===== config.mk =====
export PLATFORM = sky130hd
export DESIGN_NAME = body_temp_seg_scan_flat
export DESIGN_NICKNAME = d
export VERILOG_FILES = /design/src/rtl/body_temp_seg_scan_if.sv /design/src/rtl/body_temp_seg_scan.sv /design/src/flat_wrapper.sv
export SDC_FILE = /design/constraint.sdc
export NUM_CORES = 1
export LEC_CHECK = 0
export BUFFER_PORTS_ARGS = -buffer_cell sky130_fd_sc_hd__buf_2
export CAP_MARGIN = 25
export CORE_MARGIN = 2
export CORE_UTILIZATION = 33
export DETAILED_ROUTE_END_ITERATION = 10
export HOLD_SLACK_MARGIN = 0.12
export SYNTH_ARGS = -nofsm -noshare
export SYNTH_HDL_FRONTEND = slang
export SYNTH_SLANG_ARGS = --single-unit

===== constraint.sdc =====
create_clock -name clk -period 3.1 [get_ports clk]
set_input_delay 0.775 -clock clk [delete_from_list [all_inputs] [get_ports clk]]
set_output_delay 0.775 -clock clk [all_outputs]
set_load 0.02 [all_outputs]

===== src/rtl/body_temp_seg_scan_if.sv =====
// Data/display bundle for the body-temperature seven-segment scanner.
// master: upstream BCD stage plus display consumer; slave: the scanner itself.
interface body_temp_seg_scan_if;
    logic       data_valid;
    logic [3:0] body_temp_int_ten;
    logic [3:0] body_temp_int_one;
    logic [3:0] body_temp_dec_ten;
    logic [3:0] body_temp_dec_one;
    logic [7:0] body_temp_int;
    logic [7:0] body_temp_dec;
    logic [7:0] seg;
    logic [3:0] sel;
    logic       fever;

    modport master (
        output data_valid, body_temp_int_ten, body_temp_int_one,
               body_temp_dec_ten, body_temp_dec_one, body_temp_int, body_temp_dec,
        input  seg, sel, fever
    );

    modport slave (
        input  data_valid, body_temp_int_ten, body_temp_int_one,
               body_temp_dec_ten, body_temp_dec_one, body_temp_int, body_temp_dec,
        output seg, sel, fever
    );
endinterface


===== src/rtl/body_temp_seg_scan.sv =====
// Double-buffered four-digit "TT.DD" common-anode scanner with leading-zero blanking.
// Define BODY_TEMP_FEVER_BLINK_EN to build the fever flag and the fever blink.
module body_temp_seg_scan #(
    parameter int CLK_FREQ_HZ  = 50_000_000,
    parameter int DIGIT_HZ     = 1000,
    parameter int BLINK_FRAMES = 125
) (
    input  logic                 clk,
    input  logic                 rst,
    body_temp_seg_scan_if.slave  bus
);
    localparam int DIV   = CLK_FREQ_HZ / DIGIT_HZ - 1;
    localparam int DIV_W = (DIV < 2) ? 1 : $clog2(DIV + 1);
    localparam logic [7:0] SEG_DASH  = 8'hBF;
    localparam logic [7:0] SEG_BLANK = 8'hFF;

    function automatic logic [7:0] bcd_to_seg(input logic [3:0] d);
        case (d)
            4'd0:    return 8'hC0;
            4'd1:    return 8'hF9;
            4'd2:    return 8'hA4;
            4'd3:    return 8'hB0;
            4'd4:    return 8'h99;
            4'd5:    return 8'h92;
            4'd6:    return 8'h82;
            4'd7:    return 8'hF8;
            4'd8:    return 8'h80;
            4'd9:    return 8'h90;
            default: return SEG_DASH;
        endcase
    endfunction

    logic [DIV_W-1:0] div_reg, div_next;
    logic [1:0]       idx_reg, idx_next;
    logic [15:0]      pend_digits_reg, pend_digits_next;
    logic             pending_ok_reg, pending_ok_next;
    logic [15:0]      disp_digits_reg, disp_digits_next;
    logic             disp_loaded_reg, disp_loaded_next;
    logic [7:0]       seg_reg, seg_next;
    logic [3:0]       sel_reg, sel_next;
    logic             tick;
    logic             frame_end;
    logic             blink_on;
    logic [15:0]      in_digits;
    logic [7:0]       digit_seg [4];

    assign in_digits = {bus.body_temp_int_ten, bus.body_temp_int_one,
                        bus.body_temp_dec_ten, bus.body_temp_dec_one};
    assign tick      = (div_reg == DIV_W'(DIV));
    assign frame_end = tick && (idx_reg == 2'd3);

    // Display only changes on a frame boundary; a coincident strobe bypasses pending.
    always_comb begin
        div_next         = tick ? '0 : div_reg + 1'b1;
        idx_next         = tick ? idx_reg + 2'd1 : idx_reg;
        pend_digits_next = pend_digits_reg;
        pending_ok_next  = pending_ok_reg;
        disp_digits_next = disp_digits_reg;
        disp_loaded_next = disp_loaded_reg;
        if (bus.data_valid) begin
            pend_digits_next = in_digits;
            pending_ok_next  = 1'b1;
        end
        if (frame_end) begin
            if (bus.data_valid) begin
                disp_digits_next = in_digits;
                disp_loaded_next = 1'b1;
            end else if (pending_ok_reg) begin
                disp_digits_next = pend_digits_reg;
                disp_loaded_next = 1'b1;
            end
        end
    end

    genvar gi;
    generate
        for (gi = 0; gi < 4; gi++) begin : g_digit
            logic [3:0] bcd;
            logic [7:0] glyph;
            assign bcd   = disp_digits_reg[gi*4 +: 4];
            assign glyph = bcd_to_seg(bcd);
            if (gi == 3) begin : g_tens
                assign digit_seg[gi] = !disp_loaded_reg ? SEG_DASH :
                                       (bcd == 4'd0)    ? SEG_BLANK : glyph;
            end else if (gi == 2) begin : g_units
                // Decimal point sits after the integer units digit.
                assign digit_seg[gi] = !disp_loaded_reg ? SEG_DASH : (glyph & 8'h7F);
            end else begin : g_frac
                assign digit_seg[gi] = !disp_loaded_reg ? SEG_DASH : glyph;
            end
        end
    endgenerate

    always_comb begin
        sel_next = 4'(~(4'b0001 << idx_reg));
        seg_next = digit_seg[idx_reg];
        if (!blink_on) begin
            sel_next = 4'hF;
            seg_next = SEG_BLANK;
        end
    end

    always_ff @(posedge clk) begin
        if (rst) begin
            div_reg         <= '0;
            idx_reg         <= 2'd0;
            pend_digits_reg <= 16'h0000;
            pending_ok_reg  <= 1'b0;
            disp_digits_reg <= 16'h0000;
            disp_loaded_reg <= 1'b0;
            seg_reg         <= SEG_BLANK;
            sel_reg         <= 4'hF;
        end else begin
            div_reg         <= div_next;
            idx_reg         <= idx_next;
            pend_digits_reg <= pend_digits_next;
            pending_ok_reg  <= pending_ok_next;
            disp_digits_reg <= disp_digits_next;
            disp_loaded_reg <= disp_loaded_next;
            seg_reg         <= seg_next;
            sel_reg         <= sel_next;
        end
    end

    assign bus.seg = seg_reg;
    assign bus.sel = sel_reg;

`ifdef BODY_TEMP_FEVER_BLINK_EN
    localparam int BLK_W = (BLINK_FRAMES < 2) ? 1 : $clog2(BLINK_FRAMES);

    logic [7:0]       pend_int_reg, pend_int_next;
    logic [7:0]       pend_dec_reg, pend_dec_next;
    logic [7:0]       disp_int_reg, disp_int_next;
    logic [7:0]       disp_dec_reg, disp_dec_next;
    logic             fever_reg, fever_next;
    logic [BLK_W-1:0] blink_cnt_reg, blink_cnt_next;
    logic             blink_on_reg, blink_on_next;

    // Binary copy follows exactly the same pending/display path as the digits.
    always_comb begin
        pend_int_next = pend_int_reg;
        pend_dec_next = pend_dec_reg;
        disp_int_next = disp_int_reg;
        disp_dec_next = disp_dec_reg;
        if (bus.data_valid) begin
            pend_int_next = bus.body_temp_int;
            pend_dec_next = bus.body_temp_dec;
        end
        if (frame_end) begin
            if (bus.data_valid) begin
                disp_int_next = bus.body_temp_int;
                disp_dec_next = bus.body_temp_dec;
            end else if (pending_ok_reg) begin
                disp_int_next = pend_int_reg;
                disp_dec_next = pend_dec_reg;
            end
        end
        fever_next = disp_loaded_reg &&
                     ((disp_int_reg > 8'd37) || ((disp_int_reg == 8'd37) && (disp_dec_reg >= 8'd30)));
    end

    // Blink phase steps only on frame boundaries so a frame is never half lit.
    always_comb begin
        blink_cnt_next = blink_cnt_reg;
        blink_on_next  = blink_on_reg;
        if (frame_end) begin
            if (fever_reg) begin
                if (blink_cnt_reg == BLK_W'(BLINK_FRAMES - 1)) begin
                    blink_cnt_next = '0;
                    blink_on_next  = ~blink_on_reg;
                end else begin
                    blink_cnt_next = blink_cnt_reg + 1'b1;
                end
            end else begin
                blink_cnt_next = '0;
                blink_on_next  = 1'b1;
            end
        end
    end

    always_ff @(posedge clk) begin
        if (rst) begin
            pend_int_reg  <= 8'd0;
            pend_dec_reg  <= 8'd0;
            disp_int_reg  <= 8'd0;
            disp_dec_reg  <= 8'd0;
            fever_reg     <= 1'b0;
            blink_cnt_reg <= '0;
            blink_on_reg  <= 1'b1;
        end else begin
            pend_int_reg  <= pend_int_next;
            pend_dec_reg  <= pend_dec_next;
            disp_int_reg  <= disp_int_next;
            disp_dec_reg  <= disp_dec_next;
            fever_reg     <= fever_next;
            blink_cnt_reg <= blink_cnt_next;
            blink_on_reg  <= blink_on_next;
        end
    end

    assign blink_on  = blink_on_reg;
    assign bus.fever = fever_reg;
`else
    assign blink_on  = 1'b1;
    assign bus.fever = 1'b0;
`endif
endmodule


===== src/flat_wrapper.sv =====
// flat-port wrapper written by rule: the top's interface ports become plain ports
module body_temp_seg_scan_flat 
#(
    parameter int CLK_FREQ_HZ  = 50_000_000,
    parameter int DIGIT_HZ     = 1000,
    parameter int BLINK_FRAMES = 125
)
  (clk, rst, bus_data_valid, bus_body_temp_int_ten, bus_body_temp_int_one, bus_body_temp_dec_ten, bus_body_temp_dec_one, bus_body_temp_int, bus_body_temp_dec, bus_seg, bus_sel, bus_fever);
  body_temp_seg_scan_if bus_i ();
  input  logic clk;
  input  logic rst;
  input wire logic [$bits(bus_i.data_valid)-1:0] bus_data_valid;
  input wire logic [$bits(bus_i.body_temp_int_ten)-1:0] bus_body_temp_int_ten;
  input wire logic [$bits(bus_i.body_temp_int_one)-1:0] bus_body_temp_int_one;
  input wire logic [$bits(bus_i.body_temp_dec_ten)-1:0] bus_body_temp_dec_ten;
  input wire logic [$bits(bus_i.body_temp_dec_one)-1:0] bus_body_temp_dec_one;
  input wire logic [$bits(bus_i.body_temp_int)-1:0] bus_body_temp_int;
  input wire logic [$bits(bus_i.body_temp_dec)-1:0] bus_body_temp_dec;
  output wire logic [$bits(bus_i.seg)-1:0] bus_seg;
  output wire logic [$bits(bus_i.sel)-1:0] bus_sel;
  output wire logic [$bits(bus_i.fever)-1:0] bus_fever;
  assign bus_i.data_valid = bus_data_valid;
  assign bus_i.body_temp_int_ten = bus_body_temp_int_ten;
  assign bus_i.body_temp_int_one = bus_body_temp_int_one;
  assign bus_i.body_temp_dec_ten = bus_body_temp_dec_ten;
  assign bus_i.body_temp_dec_one = bus_body_temp_dec_one;
  assign bus_i.body_temp_int = bus_body_temp_int;
  assign bus_i.body_temp_dec = bus_body_temp_dec;
  assign bus_seg = bus_i.seg;
  assign bus_sel = bus_i.sel;
  assign bus_fever = bus_i.fever;
  body_temp_seg_scan #(.CLK_FREQ_HZ(CLK_FREQ_HZ), .DIGIT_HZ(DIGIT_HZ), .BLINK_FRAMES(BLINK_FRAMES)) u_core (.clk(clk), .rst(rst), .bus(bus_i));
endmodule

; After elaboration in Yosys (flattened, before gate mapping)
; Memories as Yosys holds them, arrays and structs flattened. A register that Yosys moved wholly into a read port is not among the register bits.
; Index checks and enable logic that the tools add are counted.
[classes]
order_cmp = 1
shift = 1
n_bitwise = 2
n_addsub = 2
mux = 20
n_reduce_logical = 5
n_eq_ne = 2
[op_table]
columns = operator, n
row1 = $mux 8, 7
row2 = $mux 16, 2
row3 = $mux 4, 8
row4 = $add 16x1->16 const B, 1
row5 = $bmux 8 s2, 1
row6 = $eq 16x16->1 const B, 1
row7 = $logic_not 4->1, 1
row8 = $not 4->4, 1
row9 = $shl 1x2->4 const A, 1
row10 = $ge 3x3->1 const B, 1
row11 = $not 2->3, 1
row12 = $add 2x1->2 const B, 1
row13 = $eq 2x2->1 const B, 1
row14 = $mux 1, 2
row15 = $reduce_and 2->1, 1
row16 = $reduce_bool 2->1, 1
row17 = $reduce_or 2->1, 1
row18 = $logic_and 1x1->1, 1
[totals]
mem_bits_ro = 448
ff_bits = 64
mem_count = 4
elab_cells = 45
out_inout_bits = 13
input_bits = 35
[memory_table]
columns = memory, depth, width, read_ports, rd_clocked_by_memory_dff, write_ports, line_no
row1 = (name not given), 16, 7, 1, 1, 0, body_temp_seg_scan.sv:18  ; case (d)
row2 = (name not given), 16, 7, 1, 1, 0, body_temp_seg_scan.sv:18
row3 = (name not given), 16, 7, 1, 1, 0, body_temp_seg_scan.sv:18
row4 = (name not given), 16, 7, 1, 1, 0, body_temp_seg_scan.sv:18

; Logic depth before layout (Yosys ltp)
[depth]
word_depth = 6
depth_mapped = 12
depth_no_buf = 10

; Least setup slack after synthesis
; OpenSTA, ideal clock, no wires.
[synth_path]
path_kind = input to register
from = input bus_data_valid
to = register u_core.g_digit[3].glyph[5] (netlist name)
setup_time_ps = 114
n_path_buf = 3
path_stages = 11
required_ps = 2986
t_arrival_ps = 2563
path_slack_ps = 423
path_cell_list = buf_2 > nor2_1 > nor2b_1 > buf_6 > nand2_4 > buf_2 > mux2i_1 > inv_1 > ha_1 > o21a_1 > a21o_1
[synth_between]
elab_chain_len = 4
elab_cells_between_ends = 5
cone_classes = 3 x mux / 2 x reduce/logical
[synth_rtl]
columns = item, line_no
row1 = from (decl), flat_wrapper.sv:12  ; input wire logic [$bits(bus_i.data_valid)-1:0] bus_data_valid;
row2 = $reduce_bool 2->1 (no line), --
row3 = $reduce_and 2->1 (no line), --
row4 = $mux 4 (no line) * (2 in series), --
; Mark *: on every way between the ends. The rest lies on a longest branch, timed or not.
; A chain may end at the register's enable or synchronous reset.

; Worst setup path after layout
[layout_path]
from = register u_core.idx_reg[1]
to = register u_core.g_digit[1].glyph[3] (netlist name)
[layout_between]
elab_chain_len = 5
[layout_rtl]
columns = item, line_no
row1 = from (decl), body_temp_seg_scan.sv:34  ; logic [1:0] idx_reg, idx_next;
row2 = from (signal assigned), body_temp_seg_scan.sv:115  ; idx_reg <= idx_next;
row3 = $eq 2x2->1, body_temp_seg_scan.sv:50  ; assign frame_end = tick && (idx_reg == 2'd3);
row4 = $logic_and 1x1->1, body_temp_seg_scan.sv:50
row5 = $reduce_and 2->1 (no line), --
row6 = $mux 4 (no line) (2 in series), --
; Every way passes these cells.

==> results.txt <==
The run finished with clean final reports. The via count of the first global-routing pass is 2856. With fillers left out, the area of the finished cells amounts to roughly 4600 sq um. The HPWL after detailed placement is around 6000 um. The count of buffers added on input and output ports is 30. The clock period minus final worst setup slack is 2590 ps. The number of top-level design ports is 48. The post-CTS repair timing setup buffer count came out at 0. Of the total synthesized cell area, the portion taken by AND, OR, NAND and NOR gates is between 15 and 20%. The initial antenna violation count is 0. The total routed wirelength came out at between 8000 and 9000 um. The max-cap check violation count came out at 0. Clock latency on the worst-skew pair, taken at its later pin, is about 330 ps. The relative area change from synthesis to final layout is 14.8%.

The detail-routed net length per standard cell came out at about 13 um. Counting flops and latches in the post-synthesis netlist gives roughly 90. The total of fill cells in the finished design is 1149. The synthesized netlist devotes just under 8% of its cell area to adder and majority cells. The clock drives 92 sinks.

The average instance area after synthesis came out at between 9 and 10 sq um. The total area of sequential cells is around 1800 sq um. After global routing the overflow that remains totals 0. The vertical extent of the die is ~110 um. After Yosys synthesis, XOR and XNOR cells account for under 10% of the synthesized area. Global routing consumed, on the met1 layer, between 10% and 20% of the routing resources. The critical path class is flip-flop to flip-flop. The endpoint kind of the worst setup timing path is a flip-flop. The count of flip-flops with a built-in enable after synthesis is 0. The quantity of gates resized following cts came out at 0. Of all flip-flops after synthesis, the portion carrying an async set or reset was 0%. The filler-free cell count of the finished design came out at roughly 600. In the synthesized netlist, the cells that appear most often are dfxtp_1 (92), nor2_1 (61), a21oi_1 (43), ha_1 (25), mux2i_1 (24). The share of total power dissipated in sequential elements is 51.4%. The largest voltage drop on the vdd net is 0.000268 V.

The first global-routing pass estimated between 10000 and 15000 um of wire. The relative slew slack came out at about 56%. The switching share of power is a little over 20%. The count of hold buffers inserted by post-cts repair came out at 0. The worst setup timing slack at the placement stage is ~310 ps. The largest clock skew in the final design came out at about 7.2 ps.

Combinational cells account for about 3.4% of the total power. The number of buffers added by the clock tree synthesis step came out at 9. The site row count is 40. After global routing, the most crowded layer is met2. The global-route track usage on met2 came out at a little under a quarter. The post-route antenna net violation count came out at 0. The die boundary width is ~110 um. The share of total power dissipated in the clock network is approximately 45%. Overall power consumption after layout is estimated at approximately 2.3 mW. In this run the worst hold path is classified as flip-flop to flip-flop. The cell at the root of the clock tree is clkbuf_16.

The largest buffer count on any clock path came out at 2. The register with the most flip-flops in the layout has 28 of them. The number of diodes added for antenna fixing is 0. The count of final hold-check violations was 0. The post-synthesis instance total came out at between 400 and 500.

In the synthesized netlist the dominant register cell turns out to be dfxtp_1. Final hold analysis gives a worst-case slack of between 400 and 500 ps. Of all nets on the critical path, the largest fanout is 14. The CTS tree is built. The mapped netlist covers between 4000 and 5000 sq um. The routed layout has approximately 2900 vias. The power per cell area came out at 508 nW/um^2. Yosys printed 0 warnings. Static timing analysis puts the maximum clock frequency at 386 MHz. The total core area is about 12000 sq um. The placed instances occupy a cell area of roughly 4300 sq um. The total negative slack is 0 ps. For the pin with the worst max-slew slack, the measured transition is 660 ps. The die outline area is around 13000 sq um. The clock transition at the registers of the reported paths came out at roughly 60 ps.

The fraction of the cycle the final worst path needs came out at a little over four fifths. The met3 demand-to-capacity share in global routing came out at under 10%. The synthesized netlist devotes 13.2% of its cell area to compound gates. Data on the critical path is required at its endpoint by roughly 3300 ps. The final-report max-slew violation count is 0. Setup violations remaining at the end of the flow were counted as 0. The total placed cells including tap cells is 596. The net switching component of the power is roughly 480 uW. The starting DRC count in detailed routing is about 190. The kind of start point of the critical path is a flip-flop. Sorting the synthesized cells by area gives the leading types as dfxtp_1 (46%), ha_1 (7.8%), mux2i_1 (6.0%). After synthesis, the largest family of logic cells by area is simple AND/OR/NAND/NOR gates.

The internal portion of the total power is roughly 1.9 mW. The dominant cell type by area after synthesis is dfxtp_1. Summed over all cells, the static leakage comes to approximately 2.0 nW. Setup repair after global routing left no endpoint under its margin. Global routing used 13.3% of the available tracks across all layers.

The area share of the leading cell type in the synthesized netlist is between 40% and 50%. The end-of-flow core utilization came out at 38.6%. The fraction of final layout cells sized beyond drive strength 1 came out at a little under a fifth. The share of the yosys chip area belonging to registers came out at between 40% and 50%.

The minimum setup slack in the final design came out at slightly above 500 ps. The proportion of synthesized area in mux cells is 7.64%. The detailed-route DRC error count came out at 0. The multi-input combinational cells in the finished layout cover a total of about 2000 sq um.

The placer congestion estimate came out at ~0.86. The distinct cell type count after synthesis came out at 52. The via density per instance is roughly 4.8. The effective utilization at floorplan came out at 33.7%. The number of H-tree levels came out at 3.

Data on the critical path arrives at its endpoint at 2800 ps. The detailed-router iteration count before antenna repair is 4. The total number of nets in the final design came out at 520. Entering global routing, the biggest net connects 38 pins. Counting every net in the synthesized netlist gives 488.

The most common cell in the synthesized netlist is dfxtp_1.
final timing paths:
path | from | endpoint | slack, ps | cells past startpoint
worst min register to register | u_core.div_reg[0] | u_core.div_reg[0] | 440 | 1
worst max register to register | u_core.idx_reg[1] | u_core.g_digit[1].glyph[3] | 510 | 9
worst max-delay path | u_core.idx_reg[1] | u_core.g_digit[1].glyph[3] | 510 | 9
worst min-delay path | u_core.div_reg[0] | u_core.div_reg[0] | 440 | 1
worst max-delay path, stage by stage (launching register included):
cell and delay (ps):
dfxtp_1 570, ha_1 270, nor2b_1 270, buf_4 240, a21oi_1 90, a21oi_1 390, inv_1 130, ha_1 210
a21oi_1 190, a21oi_1 100
power by group through the flow:
stage / Sequential, mW / Clock (mW) / Combinational, mW
floorplan: 1.23 / 0 / 0.0519
global placement: 1.23 / 0 / 0.0785
detailed placement: 1.23 / 0 / 0.0797
CTS: 1.21 / 1.10 / 0.0799
global route: 1.21 / 1.15 / 0.0888
finish: 1.21 / 1.06 / 0.0787
cell usage in the layout, fill, tap and decap left out, drive strengths merged, types with 5 or more instances in the layout:
cell | Yosys | final
dfxtp | 92 | 92
and3 | 9 | 9
nand2 | 22 | 22
a21oi | 43 | 43
nand3 | 11 | 11
o21ai | 6 | 6
xor2 | 6 | 6
nor2 | 62 | 62
nor2b | 5 | 5
ha | 25 | 25
buf | 8 | 40
mux2 | 6 | 6
o22ai | 9 | 9
clkbuf | 11 | 11
xnor2 | 8 | 8
inv | 18 | 18
a211o | 8 | 8
nand2b | 12 | 12
or2 | 10 | 10
mux2i | 24 | 24
layout make-up:
class	count	share of cell area (%)
multi-input cells	297	43.3
flip-flops and latches	92	39.9
clock buffers	11	5.25
repair buffers	40	4.87
well taps	147	3.98
inverters	20	1.68
clock inverters	4	1.08
layer usage:
layer / share of wire [%] / vias to the layer above
li1: - / 1508
met1: 46 / 1353
met2: 49 / 34
met3: 3.2 / 12
met4: 1.7 / 0
met5: 0 / -
kinds of logic (layout without fill, tap and decap cells):
logic type,count (synthesis),count (layout)
buf+inv,39,75
flops,92,92
mux,30,30
xor+xnor,14,14
other cells,1,1
simple gates,146,146
compound gates,81,81
fa+ha+maj,25,25
Note: power is estimated with default switching activity, not from simulation.
